## src/rtl/multi_sensor_monitor.sv

```systemverilog
// rtl/multi_sensor_monitor.sv - round-robin multi-channel sensor averager with threshold alerts
//
// Purpose: scans NUM_CH externally multiplexed sensor channels, averages
// 2^AVG_LOG2 samples per channel and runs a per-channel threshold filter
// with persistence and hysteresis.
//
// Ports:
//   clk, rst_n          clock, asynchronous active-low reset
//   en                  scan enable; dropping it aborts the current channel
//   sample_data/_valid  reading of the channel currently on ch_sel
//   ch_sel              channel select to the external mux
//   thr_we/thr_ch/_val  threshold write port
//   avg_valid/_ch/_data one-cycle average report
//   alert_vec           per-channel alert state
//   alert_level         popcount of alert_vec, saturated at 7
//   harvest_alert       alert_level >= ALERT_MIN
module multi_sensor_monitor #(
    parameter int NUM_CH     = 4,
    parameter int DATA_W     = 8,
    parameter int AVG_LOG2   = 2,
    parameter int SETTLE_CYC = 2,
    parameter int HYST       = 4,
    parameter int PERSIST    = 2,
    parameter int ALERT_MIN  = 1,
    localparam int CH_W      = $clog2(NUM_CH)
) (
    input  logic              clk,
    input  logic              rst_n,
    input  logic              en,
    input  logic [DATA_W-1:0] sample_data,
    input  logic              sample_valid,
    output logic [CH_W-1:0]   ch_sel,
    input  logic              thr_we,
    input  logic [CH_W-1:0]   thr_ch,
    input  logic [DATA_W-1:0] thr_val,
    output logic              avg_valid,
    output logic [CH_W-1:0]   avg_ch,
    output logic [DATA_W-1:0] avg_data,
    output logic [NUM_CH-1:0] alert_vec,
    output logic [2:0]        alert_level,
    output logic              harvest_alert
);

    typedef enum logic [1:0] {
        ST_IDLE   = 2'd0,
        ST_SETTLE = 2'd1,
        ST_ACQ    = 2'd2,
        ST_EVAL   = 2'd3
    } state_t;

    localparam int ACC_W  = DATA_W + AVG_LOG2;
    // One extra bit so the sample counter exists even when AVG_LOG2 is 0.
    localparam int SCNT_W = AVG_LOG2 + 1;

    localparam logic [SCNT_W-1:0] SAMP_LAST   = SCNT_W'((1 << AVG_LOG2) - 1);
    localparam logic [3:0]        SETTLE_LAST = 4'(SETTLE_CYC - 1);
    localparam logic [2:0]        PERSIST_MAX = 3'(PERSIST);
    localparam logic [DATA_W:0]   HYST_EXT    = (DATA_W + 1)'(HYST);
    localparam logic [CH_W-1:0]   CH_LAST     = CH_W'(NUM_CH - 1);
    localparam logic [CH_W:0]     NUM_CH_EXT  = (CH_W + 1)'(NUM_CH);
    localparam logic [3:0]        ALERT_MIN_W = 4'(ALERT_MIN);

    state_t              state_q, state_d;
    logic [CH_W-1:0]     ch_sel_q, ch_sel_d;
    logic [3:0]          settle_cnt_q, settle_cnt_d;
    logic [SCNT_W-1:0]   samp_cnt_q, samp_cnt_d;
    logic [ACC_W-1:0]    acc_q, acc_d;
    logic [ACC_W-1:0]    acc_sum;
    logic                avg_valid_q, avg_valid_d;
    logic [CH_W-1:0]     avg_ch_q, avg_ch_d;
    logic [DATA_W-1:0]   avg_data_q, avg_data_d;
    logic [DATA_W-1:0]   thr_q [NUM_CH];
    logic [DATA_W-1:0]   thr_d [NUM_CH];
    logic [2:0]          pcnt_q [NUM_CH];
    logic [2:0]          pcnt_d [NUM_CH];
    logic [NUM_CH-1:0]   alert_q, alert_d;
    logic [2:0]          alert_level_q, alert_level_d;
    logic                harvest_q, harvest_d;

    logic                eval_fire;
    logic                over_thr;
    logic                hyst_clear;
    logic                thr_wr_ok;
    logic [2:0]          pcnt_inc;
    logic [3:0]          pop;

    assign acc_sum = acc_q + ACC_W'(sample_data);

    // Scan sequencer
    always_comb begin
        state_d      = state_q;
        ch_sel_d     = ch_sel_q;
        settle_cnt_d = settle_cnt_q;
        samp_cnt_d   = samp_cnt_q;
        acc_d        = acc_q;
        avg_valid_d  = 1'b0;
        avg_ch_d     = avg_ch_q;
        avg_data_d   = avg_data_q;
        eval_fire    = 1'b0;
        if (state_q != ST_IDLE && !en) begin
            // Abort: partial accumulation is dropped, channel is kept.
            state_d    = ST_IDLE;
            acc_d      = '0;
            samp_cnt_d = '0;
        end else begin
            case (state_q)
                ST_IDLE: begin
                    if (en) begin
                        state_d      = ST_SETTLE;
                        settle_cnt_d = 4'd0;
                    end
                end
                ST_SETTLE: begin
                    if (settle_cnt_q == SETTLE_LAST) begin
                        state_d    = ST_ACQ;
                        acc_d      = '0;
                        samp_cnt_d = '0;
                    end else begin
                        settle_cnt_d = settle_cnt_q + 4'd1;
                    end
                end
                ST_ACQ: begin
                    if (sample_valid) begin
                        acc_d      = acc_sum;
                        samp_cnt_d = samp_cnt_q + 1'b1;
                        if (samp_cnt_q == SAMP_LAST) begin
                            state_d     = ST_EVAL;
                            avg_valid_d = 1'b1;
                            avg_ch_d    = ch_sel_q;
                            avg_data_d  = acc_sum[ACC_W-1:AVG_LOG2];
                        end
                    end
                end
                ST_EVAL: begin
                    eval_fire    = 1'b1;
                    state_d      = ST_SETTLE;
                    settle_cnt_d = 4'd0;
                    ch_sel_d     = (ch_sel_q == CH_LAST) ? '0 : ch_sel_q + 1'b1;
                end
                default: state_d = ST_IDLE;
            endcase
        end
    end

    // Per-channel persistence/hysteresis filter and threshold writes
    assign over_thr   = avg_data_q > thr_q[ch_sel_q];
    // Widened by one bit so avg + HYST cannot wrap near full scale.
    assign hyst_clear = ({1'b0, avg_data_q} + HYST_EXT) <= {1'b0, thr_q[ch_sel_q]};
    assign pcnt_inc   = (pcnt_q[ch_sel_q] >= PERSIST_MAX) ? PERSIST_MAX
                                                          : pcnt_q[ch_sel_q] + 3'd1;
    assign thr_wr_ok  = {1'b0, thr_ch} < NUM_CH_EXT;

    always_comb begin
        thr_d   = thr_q;
        pcnt_d  = pcnt_q;
        alert_d = alert_q;
        if (eval_fire) begin
            if (over_thr) begin
                pcnt_d[ch_sel_q] = pcnt_inc;
                if (pcnt_inc == PERSIST_MAX) begin
                    alert_d[ch_sel_q] = 1'b1;
                end
            end else begin
                pcnt_d[ch_sel_q] = 3'd0;
                if (hyst_clear) begin
                    alert_d[ch_sel_q] = 1'b0;
                end
            end
        end
        // Applied after the filter so a colliding write's clear wins;
        // the filter above already used the old threshold.
        if (thr_we && thr_wr_ok) begin
            thr_d[thr_ch]   = thr_val;
            pcnt_d[thr_ch]  = 3'd0;
            alert_d[thr_ch] = 1'b0;
        end
    end

    // Aggregate alert level
    always_comb begin
        pop = 4'd0;
        for (int i = 0; i < NUM_CH; i++) begin
            pop = pop + {3'b000, alert_q[i]};
        end
        alert_level_d = (pop > 4'd7) ? 3'd7 : pop[2:0];
        harvest_d     = {1'b0, alert_level_d} >= ALERT_MIN_W;
    end

    always_ff @(posedge clk or negedge rst_n) begin
        if (!rst_n) begin
            state_q       <= ST_IDLE;
            ch_sel_q      <= '0;
            settle_cnt_q  <= 4'd0;
            samp_cnt_q    <= '0;
            acc_q         <= '0;
            avg_valid_q   <= 1'b0;
            avg_ch_q      <= '0;
            avg_data_q    <= '0;
            alert_q       <= '0;
            alert_level_q <= 3'd0;
            harvest_q     <= 1'b0;
            for (int i = 0; i < NUM_CH; i++) begin
                thr_q[i]  <= '1;
                pcnt_q[i] <= 3'd0;
            end
        end else begin
            state_q       <= state_d;
            ch_sel_q      <= ch_sel_d;
            settle_cnt_q  <= settle_cnt_d;
            samp_cnt_q    <= samp_cnt_d;
            acc_q         <= acc_d;
            avg_valid_q   <= avg_valid_d;
            avg_ch_q      <= avg_ch_d;
            avg_data_q    <= avg_data_d;
            alert_q       <= alert_d;
            alert_level_q <= alert_level_d;
            harvest_q     <= harvest_d;
            for (int i = 0; i < NUM_CH; i++) begin
                thr_q[i]  <= thr_d[i];
                pcnt_q[i] <= pcnt_d[i];
            end
        end
    end

    assign ch_sel        = ch_sel_q;
    assign avg_valid     = avg_valid_q;
    assign avg_ch        = avg_ch_q;
    assign avg_data      = avg_data_q;
    assign alert_vec     = alert_q;
    assign alert_level   = alert_level_q;
    assign harvest_alert = harvest_q;

endmodule

```

## config.mk

```make
export PLATFORM = sky130hd
export DESIGN_NAME = multi_sensor_monitor
export DESIGN_NICKNAME = d
export VERILOG_FILES = /design/src/rtl/multi_sensor_monitor.sv
export SDC_FILE = /design/constraint.sdc
export NUM_CORES = 1
export LEC_CHECK = 0
export ABC_CLOCK_PERIOD_IN_PS = 4000
export CAP_MARGIN = 25
export CORE_MARGIN = 2
export CORE_UTILIZATION = 38
export DETAILED_ROUTE_END_ITERATION = 8
export SYNTH_ARGS = -nofsm -noshare
export SYNTH_HDL_FRONTEND = slang
export SYNTH_SLANG_ARGS = --single-unit
```

## constraint.sdc

```tcl
create_clock -name clk -period 4 [get_ports clk]
set_clock_uncertainty 0.05 [all_clocks]
set_input_delay 0.4 -clock clk [delete_from_list [all_inputs] [get_ports clk]]
set_output_delay 0.4 -clock clk [all_outputs]
set_load 0.01 [all_outputs]
```

==> impl_metrics.csv, run 1 <==
group,metric,value,unit
status,status,"complete, but fails checks",
status,violations,"hold timing",
hold_path,hp-class,"in2async",
routing,drtPass1Iterations,4,
synthesis,ys_top_cells_by_area,"dfrtp_1 (27%), dfstp_2 (17%), ha_1 (11%), nand2_1 (8.5%), mux4_2 (5.1%)",
setup_path,crit_fanout,10,
place,place.gp.congestion,0.810,
synthesis,syn_inst,489,
setup_path,crit_slowest_cell,"dfrtp_1",
cts,cts_max_path_buffers,2,
sta,maxSlewHeadroom,53.8,%
setup_path,crit_chain,"mux4_2 -> inv_1 -> ha_1 -> nand2b_1 -> o21bai_1 -> a21oi_2 -> o21ai_1 -> o31ai_1",
sta,timing.final.crit_period,3.04,ns
synthesis,synth_ff_type,"dfrtp_1",
grt,grt_pass1_wl,18.9,mm
synthesis,syn-cell-area,4840,µm²
cts,cts_root_buf,"clkbuf_16",
grt,overflow,0,
routing,drc,0,
power,power_density,513,nW/µm²
cts,holdBufCountCts,0,
sta,fin_ws,0.961,ns
cts,cts_repair_resize_count,0,
cts,clk_latency,0.34,ns
grt,antenna_found_initial,0,
floorplanning,rows,41,
cts,cts_setup_buffers,0,
setup_path,cp-end-kind,"flip-flop",
sta,final_hold_viol_count,35,
grt,grtUsageTotal,17.6,%
setup_path,cp.arrival,3.22,ns
sta,fmax,0.329,GHz
sta,fin_crit_sh,76.0,%
grt,grt_start_max_net_pins,85,
finish,syn_to_final_growth,19.9,%
place,dpl.hpwl,8.00,mm
floorplanning,fp.dieArea,13700,µm²
sta,drv_slew,0,
cts,clock-sinks,84,
synthesis,avgSynthCellArea,9.91,µm²
synthesis,synth_nets,555,
grt,grt_pass1_vias,3815,
power,leakage,2.64,nW
cts,cts_max_level,3,
floorplanning,die_y,117,µm
floorplanning,coreArea,12500,µm²
synthesis,ys_seq_area_share,44.2,%
routing,routedWlPerCell,15.8,µm
routing,postRouteAntennaNets,0,
synthesis,synth_edf_count,0,
synthesis,synth_top_area_cell,"dfrtp_1",
setup_path,crit_family,"compound AO/OA/AOI/OAI gates",
synthesis,async_flop_share,100,%
place,io_buffers,43,
synthesis,synth_top_area_share,26.9,%
synthesis,ys_types,55,
setup_path,cp.required,4.19,ns
sta,fin_tns_setup,0,ns
routing,routed_wl,11.2,mm
finish,finalNetCount,601,
sta,tightest_slew,0.693,ns
routing,via_count,3792,
job,cap_violations,0,
place,place_ws,0.986,ns
cts,cts_made_buffers,9,
sta,holdWs,-0.0203,ns
synthesis,yosysWarnings,0,
setup_path,start_kind,"flip-flop",
setup_path,cpPeakStageDelay,0.73,ns
synthesis,synth_seq_cells,84,
setup_path,setup.worst_path.class,"reg2reg",
floorplanning,io_pins,44,
sta,rsz0062_at_grt,"no",
finish,antenna_cells,0,
power,peakVddDrop,0.000289,V
finish,drive_gt1_share,15.0,%
floorplanning,die_width,117,µm
cts,clk_pin_slew,0.06,ns
routing,vias_per_cell,5.33,
sta,setup_viol,0,
floorplanning,initial_core_util,38.7,%
routing,drtIter0Drc,195,
cts,cts_tree,"done",
setup_path,cp_num_buf_inv,1,
-- area by class of cell --
class / instances / area [µm²]
Timing Repair Buffer: 49 / 497
Tap cell: 172 / 215
Clock buffer: 12 / 258
Fill cell: 1234 / 6710
Inverter: 28 / 105
Multi-Input combinational cell: 363 / 2550
Clock inverter: 4 / 46.3
Sequential cell: 84 / 2140
-- per-stage QoR --
| stage | cells | hold WS (ns) | total power, mW | cell area [µm²] | util [%] |
|---|---|---|---|---|---|
| after floorplan | 489 | 0.0544 | 1.86 | 4840 | - |
| after global placement | 694 | 0.394 | 2.11 | 5470 | 43.7 |
| after detailed placement | 695 | 0.400 | 2.15 | 5480 | 43.8 |
| after CTS | 711 | 0.249 | 3.02 | 5780 | 46.2 |
| after global routing | 712 | 0.0237 | 3.20 | 5810 | 46.4 |
| final | 712 | -0.0203 | 2.98 | 5810 | 46.4 |
-- routing by layer --
layer / share of wire (%) / global-route usage (%) / wire length, µm
met1: 47 / 24.3 / 5250
met2: 47 / 28.7 / 5330
met3: 4.7 / 3.50 / 528
met4: 1.2 / 4.55 / 133
met5: 0 / 0 / 0
-- final timing paths --
check	start	to	slack (ns)	cells past startpoint
worst max-delay path	ch_sel[0]	pcnt_q[1]	0.96	8
worst min-delay path	rst_n	acc_q[1]	-0.02	1
worst max register to register	ch_sel[0]	pcnt_q[1]	0.96	8
worst min register to register	thr_q[0]	thr_q[0]	0.41	2
max in group asynchronous	rst_n	thr_q[6]	3.26	2
min in group clk	thr_q[0]	thr_q[0]	0.41	2
-- layout by cell type (no fill, tap or decap), types with 4 or more instances in the layout --
cell type,instances
mux2_2,9
clkdlybuf4s50_1,42
dfrtp_1,52
o31ai_1,9
nand2_1,110
mux2_1,4
o21ai_0,17
nand3_1,14
ha_1,41
inv_1,26
xnor2_1,6
o21ai_1,8
clkbuf_16,10
a21oi_1,26
mux4_2,11
a21o_1,6
buf_4,5
nor2_1,14
a31oi_1,5
nor3_1,17
a22o_1,9
xor2_1,4
dfstp_2,32
-- worst reg2reg max path, cell delays in order (launching register included) --
cell and delay (ns):
dfrtp_1 0.73, mux4_2 0.57, inv_1 0.09, ha_1 0.24, nand2b_1 0.18, o21bai_1 0.17, a21oi_2 0.41, o21ai_1 0.19
o31ai_1 0.31
-- logic make-up (layout without fill, tap and decap cells) --
| logic type | count (synthesis) | in the layout | synth area share [%] |
|---|---|---|---|
| DFF | 84 | 84 | 44.2 |
| xor gates and xnor gates | 10 | 10 | 1.81 |
| muxes | 26 | 26 | 8.55 |
| AOI/OAI and AO/OA | 103 | 103 | 14.0 |
| buffers and inverters | 42 | 93 | 3.33 |
| and+or+nand+nor | 181 | 181 | 16.7 |
| adders and majority gates | 43 | 43 | 11.4 |
-- synthesized netlist by cell type, types with 10 or more instances --
master,instances
nand2_1,110
nor2_1,14
mux4_2,11
inv_1,26
dfrtp_1,52
clkbuf_1,10
ha_1,41
dfstp_2,32
a21oi_1,26
nand3_1,14
nor3_1,17
o21ai_0,17
-- state kept, by name, indices dropped and copies added (netlist names) --
signal         flops
acc_q             10
alert_level        3
alert_vec          4
avg_ch             2
avg_data           8
avg_valid          1
ch_sel             2
harvest_alert      1
pcnt_q            12
samp_cnt_q         3
settle_cnt_q       4
state_q            2
thr_q             32
-- power breakdown --
part	internal [mW]	leakage, nW	switching, mW	total [mW]
clock	0.520	0.152	0.329	0.849
combinational	0.450	1.44	0.543	0.993
sequential	1.01	1.05	0.134	1.14
total	1.98	2.64	1.01	2.98
No activity file was read; power rests on OpenSTA's default activity.
==> run 2: changes to the inputs <==
--- a/config.mk
+++ b/config.mk
@@ -5,7 +5,7 @@
 export SDC_FILE = /design/constraint.sdc
 export NUM_CORES = 1
 export LEC_CHECK = 0
-export ABC_CLOCK_PERIOD_IN_PS = 4000
+export ABC_CLOCK_PERIOD_IN_PS = 3000
 export CAP_MARGIN = 25
 export CORE_MARGIN = 2
 export CORE_UTILIZATION = 38
==> constraint.sdc (replaced) <==
create_clock -name clk -period 3 [get_ports clk]
set_clock_uncertainty 0.05 [all_clocks]
set_input_delay 0.3 -clock clk [delete_from_list [all_inputs] [get_ports clk]]
set_output_delay 0.3 -clock clk [all_outputs]
set_load 0.01 [all_outputs]
==> run 2 against run 1 <==
- the run now ends clean
- sequential cell count did not move
- count of clock-buffer cells in the layout did not move
- combinational power rose by 40%
- register-to-register slack got worse by 0.62 ns
- hold slack improved by 0.051 ns
- core utilization fell by 0.19 points
- die area did not move
- total power rose by 31%
- final area fell by 0.41%
- highest routed layer unchanged
- sequential share of layout area rose by 0.15 points
- sequential power rose by 30%
- final cell count rose by 0.42%
==> impl_metrics.csv, run 2 (synthesis results as in run 1) <==
group,metric,value,unit
finish,finalNetCount,604,
floorplanning,rows,41,
power,peakVddDrop,0.000305,V
finish,largest_reg_flops,32,
setup_path,cp.arrival,2.80,ns
sta,fin_crit_sh,88.5,%
floorplanning,initial_core_util,38.7,%
cts,cts_setup_buffers,0,
finish,drive_gt1_share,15.5,%
floorplanning,fp.dieArea,13700,µm²
sta,fmax,0.377,GHz
finish,n_fill_cell,1220,
finish,syn_to_final_growth,19.4,%
grt,antenna_found_initial,0,
routing,drtPass1Iterations,4,
grt,grtUsageTotal,17.7,%
finish,top_register,"thr_q",
cts,cts_made_buffers,9,
place,io_buffers,43,
cts,cts_max_path_buffers,2,
grt,overflow,0,
job,cap_violations,0,
cts,clk_pin_slew,0.06,ns
place,dpl.hpwl,7.95,mm
finish,antenna_cells,0,
sta,maxSlewHeadroom,41.3,%
status,status,"complete, no violations",
sta,final_hold_viol_count,0,
sta,timing.final.crit_period,2.66,ns
floorplanning,io_pins,44,
routing,via_count,3763,
routing,routedWlPerCell,15.7,µm
setup_path,cp-end-kind,"flip-flop",
routing,drtIter0Drc,171,
routing,drc,0,
grt,grt_pass1_wl,18.8,mm
finish,reg_top3,"thr_q: 32 flops, pcnt_q: 12 flops, acc_q: 10 flops",
setup_path,crit_fanout,10,
grt,grt_pass1_vias,3815,
cts,cts_max_level,3,
routing,postRouteAntennaNets,0,
routing,vias_per_cell,5.26,
routing,routed_wl,11.2,mm
grt,grt_start_max_net_pins,71,
hold_path,hp-class,"in2async",
power,power_density,678,nW/µm²
cts,cts_repair_resize_count,0,
setup_path,cp.required,3.15,ns
cts,clock-sinks,84,
finish,mostFrequentLayoutCell,"nand2_1",
setup_path,setup.worst_path.class,"reg2reg",
setup_path,start_kind,"flip-flop",
sta,drv_slew,0,
sta,rsz0062_at_grt,"no",
power,total_power,3.92,mW
cts,cts_root_buf,"clkbuf_16",
power,leakage,2.64,nW
finish,final_cell_mix,"nand2_1 (110), dfrtp_1 (52), clkdlybuf4s50_1 (42)",
cts,cts_tree,"done",
sta,setup_viol,0,
floorplanning,die_width,117,µm
place,place.gp.congestion,0.837,
cts,clk_latency,0.34,ns
sta,tightest_slew,0.881,ns
cts,holdBufCountCts,0,
floorplanning,coreArea,12500,µm²
sta,fin_tns_setup,0,ns
floorplanning,die_y,117,µm
## run 2: changes by cell type in the layout (fill, tap and decap cells not counted), sizes merged
| cell | previous run | this run |
|---|---|---|
| bufinv | 1 | 0 |
| clkinv | 2 | 4 |
| inv | 29 | 28 |
| buf | 7 | 10 |
## run 2: worst max-delay path, stage by stage, from the launching register on
cell and delay (ns):
dfrtp_1 0.32, buf_4 0.23, mux4_2 0.55, inv_1 0.10
ha_1 0.24, nand2b_1 0.18, o31a_1 0.38, o21ai_1 0.32
o31ai_1 0.14
## run 2: power breakdown
group | total (mW) | internal [mW] | leakage (nW) | switching (mW)
logic | 1.39 | 0.615 | 1.45 | 0.771
registers | 1.48 | 1.34 | 1.05 | 0.136
clock network | 1.05 | 0.609 | 0.141 | 0.445
## run 2: through the flow
stage / instances / worst slack (ns) / instance area [µm²] / utilization [%] / hold slack (ns)
3_3_place_gp: 698 / 0.406 / 5500 / 43.9 / 0.394
3_5_place_dp: 699 / 0.369 / 5500 / 44.0 / 0.398
4_1_cts: 715 / 0.344 / 5790 / 46.2 / 0.0714
6_report: 715 / 0.344 / 5790 / 46.2 / 0.0311
2_1_floorplan: 489 / 0.199 / 4840 / - / -0.0456
5_1_grt: 715 / 0.0200 / 5790 / 46.2 / 0.113
## run 2: path summary, 6_finish.rpt
path / cells after the start / slack (ns) / end / start
max reg2reg: 8 / 0.34 / pcnt_q[1] / ch_sel[0]
min: 1 / 0.03 / acc_q[1] / rst_n
min in group clk: 2 / 0.41 / thr_q[3] / thr_q[3]
max: 8 / 0.34 / pcnt_q[1] / ch_sel[0]
max in group asynchronous: 2 / 2.04 / thr_q[28] / rst_n
min reg2reg: 2 / 0.41 / thr_q[3] / thr_q[3]
## run 2: metal layers
metal	wire length (µm)	track usage (%)	vias up
met3	426	3.40	14
met1	5250	23.7	1837
met5	0	0	-
met4	163	5.41	0
met2	5350	29.1	82
li1	-	-	1830
## run 2: area by class of cell
type                       instances  area, µm²  area share (%)
clock inverter                     4       23.8           0.411
multi-input combinational        363       2550            44.0
clock buffer                      12        258            4.46
timing repair buffer              52        495            8.56
sequential                        84       2140            37.0
tap                              172        215            3.72
inverter                          28        105            1.82
==> run 3: changes to the inputs <==
--- a/config.mk
+++ b/config.mk
@@ -7,7 +7,6 @@
 export LEC_CHECK = 0
 export ABC_CLOCK_PERIOD_IN_PS = 3000
 export CAP_MARGIN = 25
-export CORE_MARGIN = 2
 export CORE_UTILIZATION = 38
 export DETAILED_ROUTE_END_ITERATION = 8
 export SYNTH_ARGS = -nofsm -noshare
==> run 3 against run 2 <==
- sequential cell count stayed put
- critical path type unchanged
- critical path depth stayed put
- sequential share of layout area is 0.65 points lower
- final cell count is 0.28% lower
- first-iteration DRC count is 0.58% higher
- final area is 1.8% higher
- non-clock buffer count is 2 higher
- core utilization is 2.0 points higher
- hold slack better by 0.31 ns
- routed wire length is 2.1% lower
- global-route usage is 0.22 points higher
- sequential power hardly changed
==> impl_metrics.csv, run 3 (synthesis results as in run 1) <==
group,metric,value,unit
setup_path,crit_slowest_cell,"mux4_2",
sta,fin_crit_sh,88.3,%
setup_path,cp.required,3.16,ns
setup_path,rr_endpoint,"pcnt_q[7]",
cts,clk_latency,0.35,ns
cts,clk_pin_slew,0.06,ns
setup_path,crit_family,"compound AO/OA/AOI/OAI gates",
place,place.gp.congestion,0.811,
finish,multi_input_area,2550,µm²
job,cap_violations,0,
hold_path,hp-class,"in2async",
setup_path,cp-end-kind,"flip-flop",
finish,reg_top3,"thr_q: 32 flops, pcnt_q: 12 flops, acc_q: 10 flops",
setup_path,cpPeakStageDelay,0.52,ns
routing,vias_per_cell,5.28,
place,dpl.hpwl,8.01,mm
grt,antenna_found_initial,0,
power,total_power,4.11,mW
cts,clock-sinks,84,
finish,final_cell_mix,"nand2_1 (110), dfrtp_1 (52), clkdlybuf4s50_1 (42)",
power,leakage,2.68,nW
power,power_density,698,nW/µm²
sta,timing.final.crit_period,2.65,ns
setup_path,r2r_start,"ch_sel[0]",
floorplanning,die_width,115,µm
setup_path,regToRegSetupSlack,0.35,ns
finish,drive_gt1_share,16.0,%
status,status,"complete, no violations",
routing,via_count,3764,
finish,largest_reg_flops,32,
power,peakVddDrop,0.000317,V
routing,drc,0,
sta,drv_slew,0,
cts,cts_max_path_buffers,2,
floorplanning,io_pins,44,
grt,grt_start_max_net_pins,64,
grt,grt_pass1_wl,18.2,mm
floorplanning,die_y,115,µm
sta,rsz0062_at_grt,"no",
sta,tightest_slew,0.614,ns
routing,routedWlPerCell,15.4,µm
sta,maxSlewHeadroom,58.7,%
setup_path,ff2ff_path_depth,8,
routing,drtPass1Iterations,4,
routing,drtIter0Drc,172,
floorplanning,rows,40,
setup_path,crit_fanout,12,
setup_path,cp.depth,8,
cts,cts_root_buf,"clkbuf_16",
setup_path,start_kind,"flip-flop",
sta,fmax,0.377,GHz
finish,top_register,"thr_q",
finish,n_fill_cell,1187,
setup_path,cp.arrival,2.81,ns
place,post-place-cells,696,
floorplanning,initial_core_util,39.7,%
finish,syn_to_final_growth,21.6,%
grt,grtUsageTotal,17.9,%
place,io_buffers,43,
floorplanning,coreArea,12200,µm²
finish,seqCellArea,2140,µm²
finish,antenna_cells,0,
finish,finalNetCount,606,
cts,cts_max_level,3,
setup_path,cp_num_buf_inv,2,
grt,overflow,0,
sta,final_hold_viol_count,0,
sta,fin_tns_setup,0,ns
grt,grt_pass1_vias,3652,
cts,cts_made_buffers,9,
floorplanning,fp.dieArea,13200,µm²
routing,postRouteAntennaNets,0,
setup_path,crit_chain,"buf_4 -> mux4_2 -> inv_1 -> ha_1 -> nand2b_1 -> o31a_1 -> o21ai_1 -> o31ai_1",
finish,mostFrequentLayoutCell,"nand2_1",
setup_path,setup.worst_path.class,"reg2reg",
cts,cts_tree,"done",
routing,routed_wl,11.0,mm
finish,stdcell_count,713,
sta,setup_viol,0,
sta,holdWs,0.337,ns
run 3: changes by cell type in the layout (fill, tap and decap cells not counted), sizes merged:
cell,change
clkinv,-3
buf,+1
clkbuf,+1
clkinvlp,+1
dlygate4sd3,+1
inv,+1
run 3: per-layer routing:
layer / vias to the layer above / share of wire (%) / track usage [%]
met3: 8 / 4.5 / 5.11
li1: 1851 / - / -
met1: 1836 / 49 / 24.4
met2: 69 / 46 / 28.3
met5: - / 0 / 0
met4: 0 / 0.78 / 3.72
run 3: metrics by stage:
stage	setup WS, ns	instance area [µm²]	utilization, %
global route	0.156	5890	48.2
global placement	0.420	5490	45.0
detailed placement	0.355	5530	45.3
finish	0.350	5890	48.2
floorplan	0.199	4840	-
CTS	0.338	5890	48.2
run 3: worst max path at each step:
stage                   start           end  slack, ns
floorplan           ch_sel[0]     pcnt_q[7]       0.20
global placement    ch_sel[0]    pcnt_q[11]       0.42
detailed placement  ch_sel[0]     pcnt_q[7]       0.35
CTS                 ch_sel[0]     pcnt_q[4]       0.34
global route        ch_sel[0]  alert_vec[3]       0.16
finish              ch_sel[0]     pcnt_q[7]       0.35
run 3: worst register-to-register path: cells and delay by family (launching register included):
family / cells / cell delay [ns]
AO/OA/AOI/OAI: 3 / 0.85
adder cells (fa/ha/maj): 1 / 0.24
buffers and inverters: 2 / 0.34
flip-flops: 1 / 0.32
multiplexers: 1 / 0.53
AND/OR/NAND/NOR: 1 / 0.18
run 3: what timing repair did:
| item | in CTS | in global routing |
|---|---|---|
| endpoints found under the hold margin | 21 | 0 |
| setup buffers | 0 | 0 |
| gates resized for setup | 0 | 0 |
| setup endpoints to repair | 0 | 0 |
| hold buffers | 1 | 0 |
run 3: area by class of cell:
class / count / share of cell area, %
clock inverters: 3 / 0.467
repair buffers: 54 / 9.05
inverters: 28 / 1.78
well taps: 168 / 3.57
clock buffers: 13 / 5.52
flip-flops and latches: 84 / 36.4
multi-input cells: 363 / 43.2
run 3: power by group:
group          internal (mW)  switching (mW)
clock                  0.770           0.483
combinational          0.621           0.750
sequential              1.34           0.141
total                   2.73            1.37
==> variant: new RTL, flow settings as in run 1 <==
Encoding of `state_t`: now one-hot (4 bits for 4 states).
--- a/src/rtl/multi_sensor_monitor.sv
+++ b/src/rtl/multi_sensor_monitor.sv
@@ -43,7 +43,7 @@
 
-    typedef enum logic [1:0] {
-        ST_IDLE   = 2'd0,
-        ST_SETTLE = 2'd1,
-        ST_ACQ    = 2'd2,
-        ST_EVAL   = 2'd3
+    typedef enum logic [3:0] {
+        ST_IDLE   = 4'b0001,
+        ST_SETTLE = 4'b0010,
+        ST_ACQ    = 4'b0100,
+        ST_EVAL   = 4'b1000
     } state_t;
Formal check against the unedited RTL: same outputs for any inputs over 10 cycles, from zero or initial values and one cycle with rst_n low; not proved beyond that.
==> variant against run 1 <==
Sequential cell count up 2; fmax up 3.0%; wire length up 3.5%; area after synthesis up 1.7%; sequential share of layout area up 0.54 points; design area up 0.93%; setup slack better by 0.089 ns; global-route usage up 0.11 points; synthesized cell count up 1.4%; critical path type unchanged.
Power is not compared: it rests on default switching activity, and its combinational part moved more than twofold at a synthesized area within 25%.
==> variant: results (changes against run 1) <==
| Metric | Value |
|---|---|
| Status | `completed` |
| Vias per cell | `5.29 (-0.68%)` |
| Non-clock buffers, area share | `7.94% (-0.61 points)` |
| GR Layer Usage met1 | `25.0% (+0.75 points)` |
| Synth top cells by count | `109 x nand2_1, 53 x dfrtp_1, 36 x ha_1, 33 x dfstp_2, 28 x inv_1` |
| Worst R2R End | `alert_vec[3]$_DFF_PN0_` |
| Initial DRC Count | `247 (+27%)` |
| Slack of the worst reg-to-reg path | `1.05 ns (+0.09 ns)` |
| CP Data Arrival Time | `3.10 ns (-0.12 ns)` |
| Number of global-route vias before repair | `3727 (-2.3%)` |
| Dpl cells | `698 (+0.43%)` |
| Post-Synthesis Cells | `496 (+1.4%)` |
| GRT Total Usage | `17.7% (+0.11 points)` |
| Routed wire length | `11600 um (+3.5%)` |
| Share of cells above drive strength 1 | `16.0% (+1.0 points)` |
| Syn_nets | `557 (+0.36%)` |
| Seq area share | `37.4% (+0.54 points)` |
| Signal buffers | `48 (-2.0%)` |
| Max Fclk | `339 MHz (+3.0%)` |
| Comb_multi_in | `365 (+0.55%)` |
| Worst Hold Slack | `0.0903 ns (+0.111 ns)` |
| Synth top area cells | `dfrtp_1 27%, dfstp_2 18%, ha_1 9.1%` |
| GR Util met3 | `3.63% (+0.13 points)` |
| Met2 GRT Util | `27.4% (-1.3 points)` |
| Synth unique cells | `53 (-3.6%)` |
| Routed length on met3 | `462 um (-13%)` |
| Final GP Congestion | `0.940 (+16%)` |
| Multi-input gate share of total cell area | `43.6% (-0.23 points)` |
| Critical path fanouts, max | `11 (+1)` |
[variant: cell types whose count changed in the layout (fill, tap and decap cells not counted), sizes merged, moves of 4 or more]
| cell | run 1 | this run |
|---|---|---|
| a22o | 9 | 3 |
| o32ai | 0 | 4 |
| o21ai | 25 | 21 |
| ha | 41 | 36 |
| o211ai | 2 | 9 |
| and3 | 3 | 13 |
| a21oi | 27 | 22 |
[variant: cells by family after synthesis]
kind of cell | Yosys count | share of synthesized area (%)
AND/OR/NAND/NOR | 193 | 18.2
adder cells (fa/ha/maj) | 38 | 9.96
buffers and inverters | 45 | 3.66
XOR/XNOR | 14 | 2.49
AO/OA/AOI/OAI | 94 | 12.5
multiplexers | 26 | 8.59
flip-flops | 86 | 44.5
[variant: power by group]
group          switching, W  total [W]  internal (W)  leakage, nW
logic              0.000251   0.000431      0.000180         1.40
clock network      0.000370   0.000925      0.000555        0.157
registers         0.0000658    0.00106      0.000990         1.08
total              0.000687    0.00241       0.00172         2.64
